File: config.mk
export PLATFORM = sky130hd
export DESIGN_NAME = config_source_arbiter
export DESIGN_NICKNAME = d
export VERILOG_FILES = /design/src/rtl/config_source_arbiter.sv
export SDC_FILE = /design/constraint.sdc
export NUM_CORES = 1
export LEC_CHECK = 0
export ABC_AREA = 0
export BUFFER_PORTS_ARGS = -buffer_cell sky130_fd_sc_hd__clkbuf_2
export CORE_AREA = 4 4 108 110
export DETAILED_ROUTE_END_ITERATION = 8
export DIE_AREA = 0 0 112 114
export GPL_TIMING_DRIVEN = 0
export SYNTH_ARGS = -nofsm -noshare
export SYNTH_HDL_FRONTEND = slang
export SYNTH_SLANG_ARGS = --single-unit
File: constraint.sdc
create_clock -name clk_i -period 2.4 [get_ports clk_i]
set_input_delay 0 -clock clk_i [delete_from_list [all_inputs] [get_ports clk_i]]
set_output_delay 0 -clock clk_i [all_outputs]
set_load 0.02 [all_outputs]
File: src/rtl/config_source_arbiter.sv
// Arbitrates the eFPGA config write port between bitstream sources, one whole bitstream per grant.
// Optional CONFIG_ARB_CHECKSUM_EN gates boot_o on a zero mod-2^32 sum of all accepted words.
module config_source_arbiter #(
  parameter int unsigned NUM_REQ        = 2,
  parameter int unsigned WORD_WIDTH     = 32,
  parameter int unsigned TIMEOUT_CYCLES = 1200000,
  parameter int unsigned COUNT_WIDTH    = 24,
  localparam int unsigned OWNER_W       = $clog2(NUM_REQ)
) (
  input  logic                          clk_i,
  input  logic                          reset_i,
  input  logic [NUM_REQ*WORD_WIDTH-1:0] req_data_i,
  input  logic [NUM_REQ-1:0]            req_valid_i,
  input  logic [NUM_REQ-1:0]            req_last_i,
  output logic [NUM_REQ-1:0]            req_ready_o,
  output logic [WORD_WIDTH-1:0]         efpga_write_data_o,
  output logic                          efpga_write_strobe_o,
  output logic                          boot_o,
  output logic                          busy_o,
  output logic [OWNER_W-1:0]            owner_o,
  output logic [COUNT_WIDTH-1:0]        word_count_o,
  output logic                          timeout_o,
  output logic                          csum_err_o
);

  localparam int unsigned TmoW = $clog2(TIMEOUT_CYCLES + 1);

  typedef enum logic [0:0] {StIdle, StLocked} state_e;

  state_e                 state_q, state_d;
  logic [OWNER_W-1:0]     owner_q, owner_d;
  logic [OWNER_W-1:0]     ptr_q, ptr_d;
  logic [TmoW-1:0]        tmo_q, tmo_d;
  logic [COUNT_WIDTH-1:0] count_q, count_d;
  logic [WORD_WIDTH-1:0]  data_q, data_d;
  logic                   strobe_q, strobe_d;
  logic                   boot_q, boot_d;
  logic                   timeout_q, timeout_d;

  logic                   accept;
  logic [WORD_WIDTH-1:0]  acc_word;
  logic [OWNER_W-1:0]     owner_inc;
  logic                   grant_any;
  logic [OWNER_W-1:0]     grant_idx;
  int unsigned            cand;

`ifdef CONFIG_ARB_CHECKSUM_EN
  logic [31:0] csum_q, csum_d, csum_acc;
  logic        cerr_q, cerr_d;

  assign csum_acc = csum_q + 32'(acc_word);
`endif

  assign accept    = (state_q == StLocked) && req_valid_i[owner_q];
  assign acc_word  = req_data_i[owner_q*WORD_WIDTH +: WORD_WIDTH];
  assign owner_inc = (owner_q == OWNER_W'(NUM_REQ - 1)) ? '0 : owner_q + OWNER_W'(1);

  // Round-robin search: first valid source at or after the pointer, wrapping.
  always_comb begin
    grant_any = 1'b0;
    grant_idx = '0;
    cand      = 0;
    for (int unsigned i = 0; i < NUM_REQ; i++) begin
      cand = (32'(ptr_q) + i) % NUM_REQ;
      if (!grant_any && req_valid_i[cand]) begin
        grant_any = 1'b1;
        grant_idx = OWNER_W'(cand);
      end
    end
  end

  always_comb begin
    state_d   = state_q;
    owner_d   = owner_q;
    ptr_d     = ptr_q;
    tmo_d     = tmo_q;
    count_d   = count_q;
    data_d    = data_q;
    strobe_d  = 1'b0;
    boot_d    = boot_q;
    timeout_d = 1'b0;
`ifdef CONFIG_ARB_CHECKSUM_EN
    csum_d    = csum_q;
    cerr_d    = 1'b0;
`endif
    unique case (state_q)
      StIdle: begin
        if (grant_any) begin
          state_d = StLocked;
          owner_d = grant_idx;
          count_d = '0;
          boot_d  = 1'b0;
          tmo_d   = '0;
`ifdef CONFIG_ARB_CHECKSUM_EN
          csum_d  = '0;
`endif
        end
      end
      StLocked: begin
        // An accept always beats a coincident timeout expiry.
        if (accept) begin
          data_d   = acc_word;
          strobe_d = 1'b1;
          tmo_d    = '0;
          if (!(&count_q)) count_d = count_q + COUNT_WIDTH'(1);
`ifdef CONFIG_ARB_CHECKSUM_EN
          csum_d = csum_acc;
`endif
          if (req_last_i[owner_q]) begin
            state_d = StIdle;
            ptr_d   = owner_inc;
`ifdef CONFIG_ARB_CHECKSUM_EN
            if (csum_acc == 32'd0) boot_d = 1'b1;
            else                   cerr_d = 1'b1;
`else
            boot_d  = 1'b1;
`endif
          end
        end else if (tmo_q == TmoW'(TIMEOUT_CYCLES - 1)) begin
          state_d   = StIdle;
          ptr_d     = owner_inc;
          tmo_d     = '0;
          timeout_d = 1'b1;
        end else begin
          tmo_d = tmo_q + TmoW'(1);
        end
      end
      default: state_d = StIdle;
    endcase
  end

  always_ff @(posedge clk_i) begin
    if (reset_i) begin
      state_q   <= StIdle;
      owner_q   <= '0;
      ptr_q     <= '0;
      tmo_q     <= '0;
      count_q   <= '0;
      data_q    <= '0;
      strobe_q  <= 1'b0;
      boot_q    <= 1'b0;
      timeout_q <= 1'b0;
`ifdef CONFIG_ARB_CHECKSUM_EN
      csum_q    <= '0;
      cerr_q    <= 1'b0;
`endif
    end else begin
      state_q   <= state_d;
      owner_q   <= owner_d;
      ptr_q     <= ptr_d;
      tmo_q     <= tmo_d;
      count_q   <= count_d;
      data_q    <= data_d;
      strobe_q  <= strobe_d;
      boot_q    <= boot_d;
      timeout_q <= timeout_d;
`ifdef CONFIG_ARB_CHECKSUM_EN
      csum_q    <= csum_d;
      cerr_q    <= cerr_d;
`endif
    end
  end

  always_comb begin
    req_ready_o = '0;
    if (state_q == StLocked) req_ready_o[owner_q] = 1'b1;
  end

  assign efpga_write_data_o   = data_q;
  assign efpga_write_strobe_o = strobe_q;
  assign boot_o               = boot_q;
  assign busy_o               = (state_q == StLocked);
  assign owner_o              = owner_q;
  assign word_count_o         = count_q;
  assign timeout_o            = timeout_q;
`ifdef CONFIG_ARB_CHECKSUM_EN
  assign csum_err_o           = cerr_q;
`else
  assign csum_err_o           = 1'b0;
`endif

endmodule

### Yosys cells after proc, flatten, opt, wreduce, memory -nomap -nowiden

Index checks and enable logic that the tools add are counted.
Widths: inputs -> output; s select.

| word-level totals | value |
|---|---|
| register bits | 83 |
| bits in latches | 0 |
| memory bits (writable) | 0 |
| memory bits (read-only) | 0 |
| bits of input ports | 70 |
| output and inout bits | 64 |
| word-level logic and storage cells | 76 |
| memories | 0 |

| operators by class | value |
|---|---|
| add/subtract/negate cells | 4 |
| $mul | 0 |
| div/mod/pow operators | 0 |
| order comparisons | 4 |
| equality and inequality tests | 6 |
| shift-type cells | 1 |
| multiplexer cells | 38 |
| bitwise logic cells | 1 |
| reductions and logical operators | 13 |

Operators by type and width:

| operator | number |
|---|---|
| $mux 24 | 3 |
| $shiftx 64x7->32 | 1 |
| $mux 21 | 3 |
| $pmux 24 s2 | 1 |
| $pmux 21 s2 | 1 |
| $mux 1 | 26 |
| $add 24x1->24 const B | 1 |
| $reduce_and 24->1 | 1 |
| $add 21x1->21 const B | 1 |
| $eq 21x21->1 const B | 1 |
| $reduce_and 3->1 | 3 |
| $lt 1x2->1 const B | 3 |
| $ne 2x1->1 const B | 3 |
| $ne 2x2->1 const B | 2 |
| $pmux 1 s2 | 2 |
| $reduce_and 2->1 | 2 |
| $logic_and 1x1->1 | 3 |
| $reduce_or 3->1 | 1 |
| $add 1x1->1 const B | 2 |
| $mux 2 | 1 |
| $reduce_bool 2->1 | 1 |
| $reduce_or 2->1 | 1 |
| $demux 1 s1 | 1 |
| $ge 1x1->1 const B | 1 |
| other kinds (2) | 2 |

### Depth between registers and ports, before layout

| logic depth | value |
|---|---|
| depth after elaboration | 8 |
| depth in mapped cells | 8 |

### Least setup slack after synthesis

OpenSTA, ideal clock, no wires.

| path | value |
|---|---|
| kind | register to register |
| start point | register count_q[0] (netlist: word_count_o[0]) |
| end point | register count_q[12] (netlist: word_count_o[12]) |
| library setup time | 0.074 ns |
| arrival time | 2.000 ns |
| required time | 2.326 ns |
| path slack | 0.326 ns |
| stages on the path, launching flop included | 7 |
| buffers on the path | 0 |
| clock period less this slack | 2.074 ns |
| cells stage by stage | dfxtp_1 ha_1 nand3_2 or2_1 or3_1 or4_1 a31oi_1 |

| on the way | value |
|---|---|
| cells in the longest elaborated chain, start to end | 4 |
| elaborated cells between the ends (all ways) | 7 |
| classes of those cells | add/sub: 1; eq/ne: 1; mux: 3; reduce/logical: 2 |

RTL lines:

| item | line | text |
|---|---|---|
| from (decl) | 34 | `logic [COUNT_WIDTH-1:0] count_q, count_d;` |
| from (signal assigned) | 152 | `count_q <= count_d;` |
| $add 24x1->24 | 105 | `if (!(&count_q)) count_d = count_q + COUNT_WIDTH'(1);` |
| $mux 24 | 105 |  |
| $mux 24 | 101 | `if (accept) begin` |
| $pmux 24 s2 | 86 | `unique case (state_q)` |

Several ways; a longest one is shown, not always the timed one. The select of a mux whose other input is x is not followed.
A chain may end at the register's enable or synchronous reset.

### Worst setup path in the final report

| path | value |
|---|---|
| start point | register tmo_q[0] |
| end point | register tmo_q[11] |

| on the way | value |
|---|---|
| cells in the longest elaborated chain, start to end | 4 |
| elaborated cells between the ends (all ways) | 5 |
| classes of those cells | add/sub: 1; eq/ne: 1; mux: 3 |

RTL lines:

| item | line | text |
|---|---|---|
| from (decl) | 33 | `logic [TmoW-1:0] tmo_q, tmo_d;` |
| from (signal assigned) | 151 | `tmo_q <= tmo_d;` |
| $add 21x1->21 or $eq 21x21->1 (tied branches) | 125, 119 |  |
| $mux 21 * | 119 | `end else if (tmo_q == TmoW'(TIMEOUT_CYCLES - 1)) begin` |
| $mux 21 * | 101 |  |
| $pmux 21 s2 * | 86 |  |

Every way passes the cells marked *; elsewhere a longest branch is shown, timed or not.

==> results_dict.tcl <==
set metrics [dict create \
    yosysSeqAreaShare 0.3964 \
    worstSetupPathType "flip-flop to flip-flop" \
    cp-end-kind "flip-flop" \
    multi_input_area_um2 2355 \
    portBuffers 131 \
    synth_compound_area_frac 0.2101 \
    io_pins 134 \
    grt_pass1_vias 4423 \
    grt_start_max_net_pins 15 \
    die_area_um2 12770 \
    synth-simple-area-share 0.2513 \
    synth_xor_area_frac 0.002090 \
    syn_inst 488 \
    yosys_register_bits 83 \
    status "finished, violations left" \
    drt-initial-drc-count 270 \
    fin_nets 752 \
    utilization 0.5388 \
    cts_made_buffers 9 \
    synthAdderAreaFrac 0.005970 \
    path_clk_slew_ps 90 \
    dr_total_vias 4544 \
    slew-limit-headroom 0.2530 \
    ys.flop_type "dfxtp_1" \
    cpMostUsedCell "and3_1" \
    cts_sinks 83 \
    register_area_um2 1662 \
    cts_root_buffer "clkbuf_8" \
    drive_above_1_share 0.2613 \
    syn2layout_area_growth_pct 37.52 \
    drv_cap 0 \
    cp_data_arrival_time_ps 2480 \
    place_congestion 0.8768 \
    largest_reg_flops 32 \
    layout_commonest_cell "clkbuf_2" \
    cp.required_ps 2690 \
    die_h_um 114 \
    maxSlewViolCount 0 \
    antenna_found_initial 0 \
    synth.cell_area_um2 4192 \
    antenna_cells 0 \
    path_delay_family "compound AO/OA/AOI/OAI gates" \
    fp.dieW_um 112 \
    synth_nets 560 \
    cpMaxStageDelayCell "dfxtp_1" \
    crit_path_max_incr_delay_ps 350 \
    initial_core_util 0.3918 \
    avgSynthCellArea_um2 8.589 \
    synth_top_family_by_area "simple AND/OR/NAND/NOR gates" \
    wl_um 13460 \
    powerDensity_nw_per_um2 556.9 \
    setup-violations-final 0 \
    final_cell_mix "clkbuf_2 (135), dfxtp_1 (83), nor2_1 (49), dlygate4sd3_1 (48), nand2_1 (38)" \
    async_reset_ff_frac 0 \
    htreeDepth 3 \
    hold_slack_ps -13.77 \
    worstSkewPairLatency_ps 370 \
    worst_slew_pin_slew_ps 1112 \
    ys_warn_count 0 \
    path_buf_inv 2 \
    fin_skew_ps 12.35 \
    post-route-drc-count 0 \
    ant_nets 0 \
    violations "hold timing" \
    cp-start-kind "flip-flop" \
    synth_edf_count 0 \
    wl_per_cell_um 16.31 \
    ir_drop_mv 0.2855 \
    cts_tree "yes" \
    leakage_uw 0.002322 \
    fp.coreArea_um2 10700 \
    fill_cells 989 \
    hp-class "input pin to flip-flop" \
    clockBufferDepth 2 \
    first_pass_iters 5 \
    setup_tns_ps 0 \
    crit_chain "ha_1, and3_1, and3_1, a211oi_1, buf_4, buf_2, o21ai_0, a31oi_1" \
    min_period_over_period 0.9161 \
    synth_cell_types 68 \
    grt_setup_unrepaired "false" \
    rows 38 \
    overflow 0 \
    grt_pass1_wl_um 21960 \
    post_drt_via_cell_ratio 5.508 \
    hold_viol_final 1 \
    gr-usage-all-layers 0.2087 \
    fmax_mhz 454.8 \
    dp_hpwl_um 9352 \
    critPathMaxFanout 10 \
    min_period_ps 2199 \
    synth.area.mux_share 0.09134 \
]
-- final cells by class --
cell class / count / share of cell area
Timing Repair Buffer: 182 / 0.2010
Multi-Input combinational cell: 368 / 0.4085
Sequential cell: 83 / 0.2883
Inverter: 7 / 0.004558
Clock buffer: 11 / 0.02626
Tap cell: 140 / 0.03039
Clock inverter: 5 / 0.01476
Buffer: 29 / 0.02626
-- stage by stage --
stage / instance area, µm² / setup slack, ps / power (µW) / hold WS (ps) / cells
after floorplan: 4192 / 326.1 / 1793 / 181.7 / 488
after global placement: 5022 / 176.3 / 1981 / 329.6 / 759
after detailed placement: 5022 / 152.0 / 1989 / 332.9 / 759
after CTS: 5729 / 31.89 / 3237 / 2.356 / 822
after global routing: 5764 / 15.18 / 3360 / 1.891 / 825
final: 5764 / 201.4 / 3210 / -13.77 / 825
-- worst min-delay path, cell delays in order --
cell	delay [ps]
clkbuf_2	90
mux2i_1	130
a211oi_1	90
-- power breakdown --
group	switching (µW)	internal, µW	leakage [µW]
logic	325	245	0.00153
clock network	528	646	0.000116
registers	36.2	1430	0.000675
total	889	2320	0.00232
-- cell families after synthesis --
group / Yosys count
compound gates: 132
xor+xnor: 1
fa+ha+maj: 2
buf+inv: 37
flops: 83
mux: 38
other cells: 1
simple gates: 194
-- synthesized netlist by cell type, types with 3 or more instances --
cell | n | share of area
a211oi_1 | 36 | 0.064
a21o_1 | 3 | 0.0054
a21oi_1 | 27 | 0.032
a31oi_1 | 19 | 0.028
a41oi_1 | 3 | 0.0063
and2_1 | 6 | 0.0090
and3_1 | 10 | 0.015
and4_1 | 5 | 0.010
buf_1 | 10 | 0.0090
buf_2 | 6 | 0.0072
clkbuf_1 | 10 | 0.0090
dfxtp_1 | 83 | 0.40
inv_1 | 6 | 0.0054
mux2i_1 | 36 | 0.086
nand2_1 | 38 | 0.034
nand3_1 | 29 | 0.035
nand4_1 | 6 | 0.0090
nor2_1 | 49 | 0.044
nor3_1 | 14 | 0.017
nor3b_1 | 3 | 0.0054
o211ai_1 | 3 | 0.0054
o21ai_0 | 19 | 0.023
o31ai_1 | 3 | 0.0054
or3_1 | 5 | 0.0075
or4_1 | 3 | 0.0054
-- final timing paths --
kind	startpoint	endpoint	slack, ps	cells past startpoint
setup / recovery	tmo_q[0]	tmo_q[11]	200	8
setup reg to reg	tmo_q[0]	tmo_q[11]	200	8
hold reg to reg	tmo_q[20]	tmo_q[20]	470	1
hold / removal	req_data_i[56]	efpga_write_data_o[24]	-10	3
-- routing by layer --
| layer | GRT usage | share of wire | vias to the layer above |
|---|---|---|---|
| met2 | 0.3509 | 0.48 | 161 |
| met1 | 0.2660 | 0.45 | 2142 |
| met5 | 0 | 0 | - |
| li1 | - | - | 2225 |
| met3 | 0.04775 | 0.062 | 16 |
| met4 | 0.06971 | 0.016 | 0 |
-- repair_timing --
item,in CTS,in global routing
setup endpoints to repair,0,38
resized for setup,0,5
buffers inserted,0,3
endpoints found under the hold margin,27,1
hold buffers,47,1
Note: power is estimated with default switching activity, not from simulation.
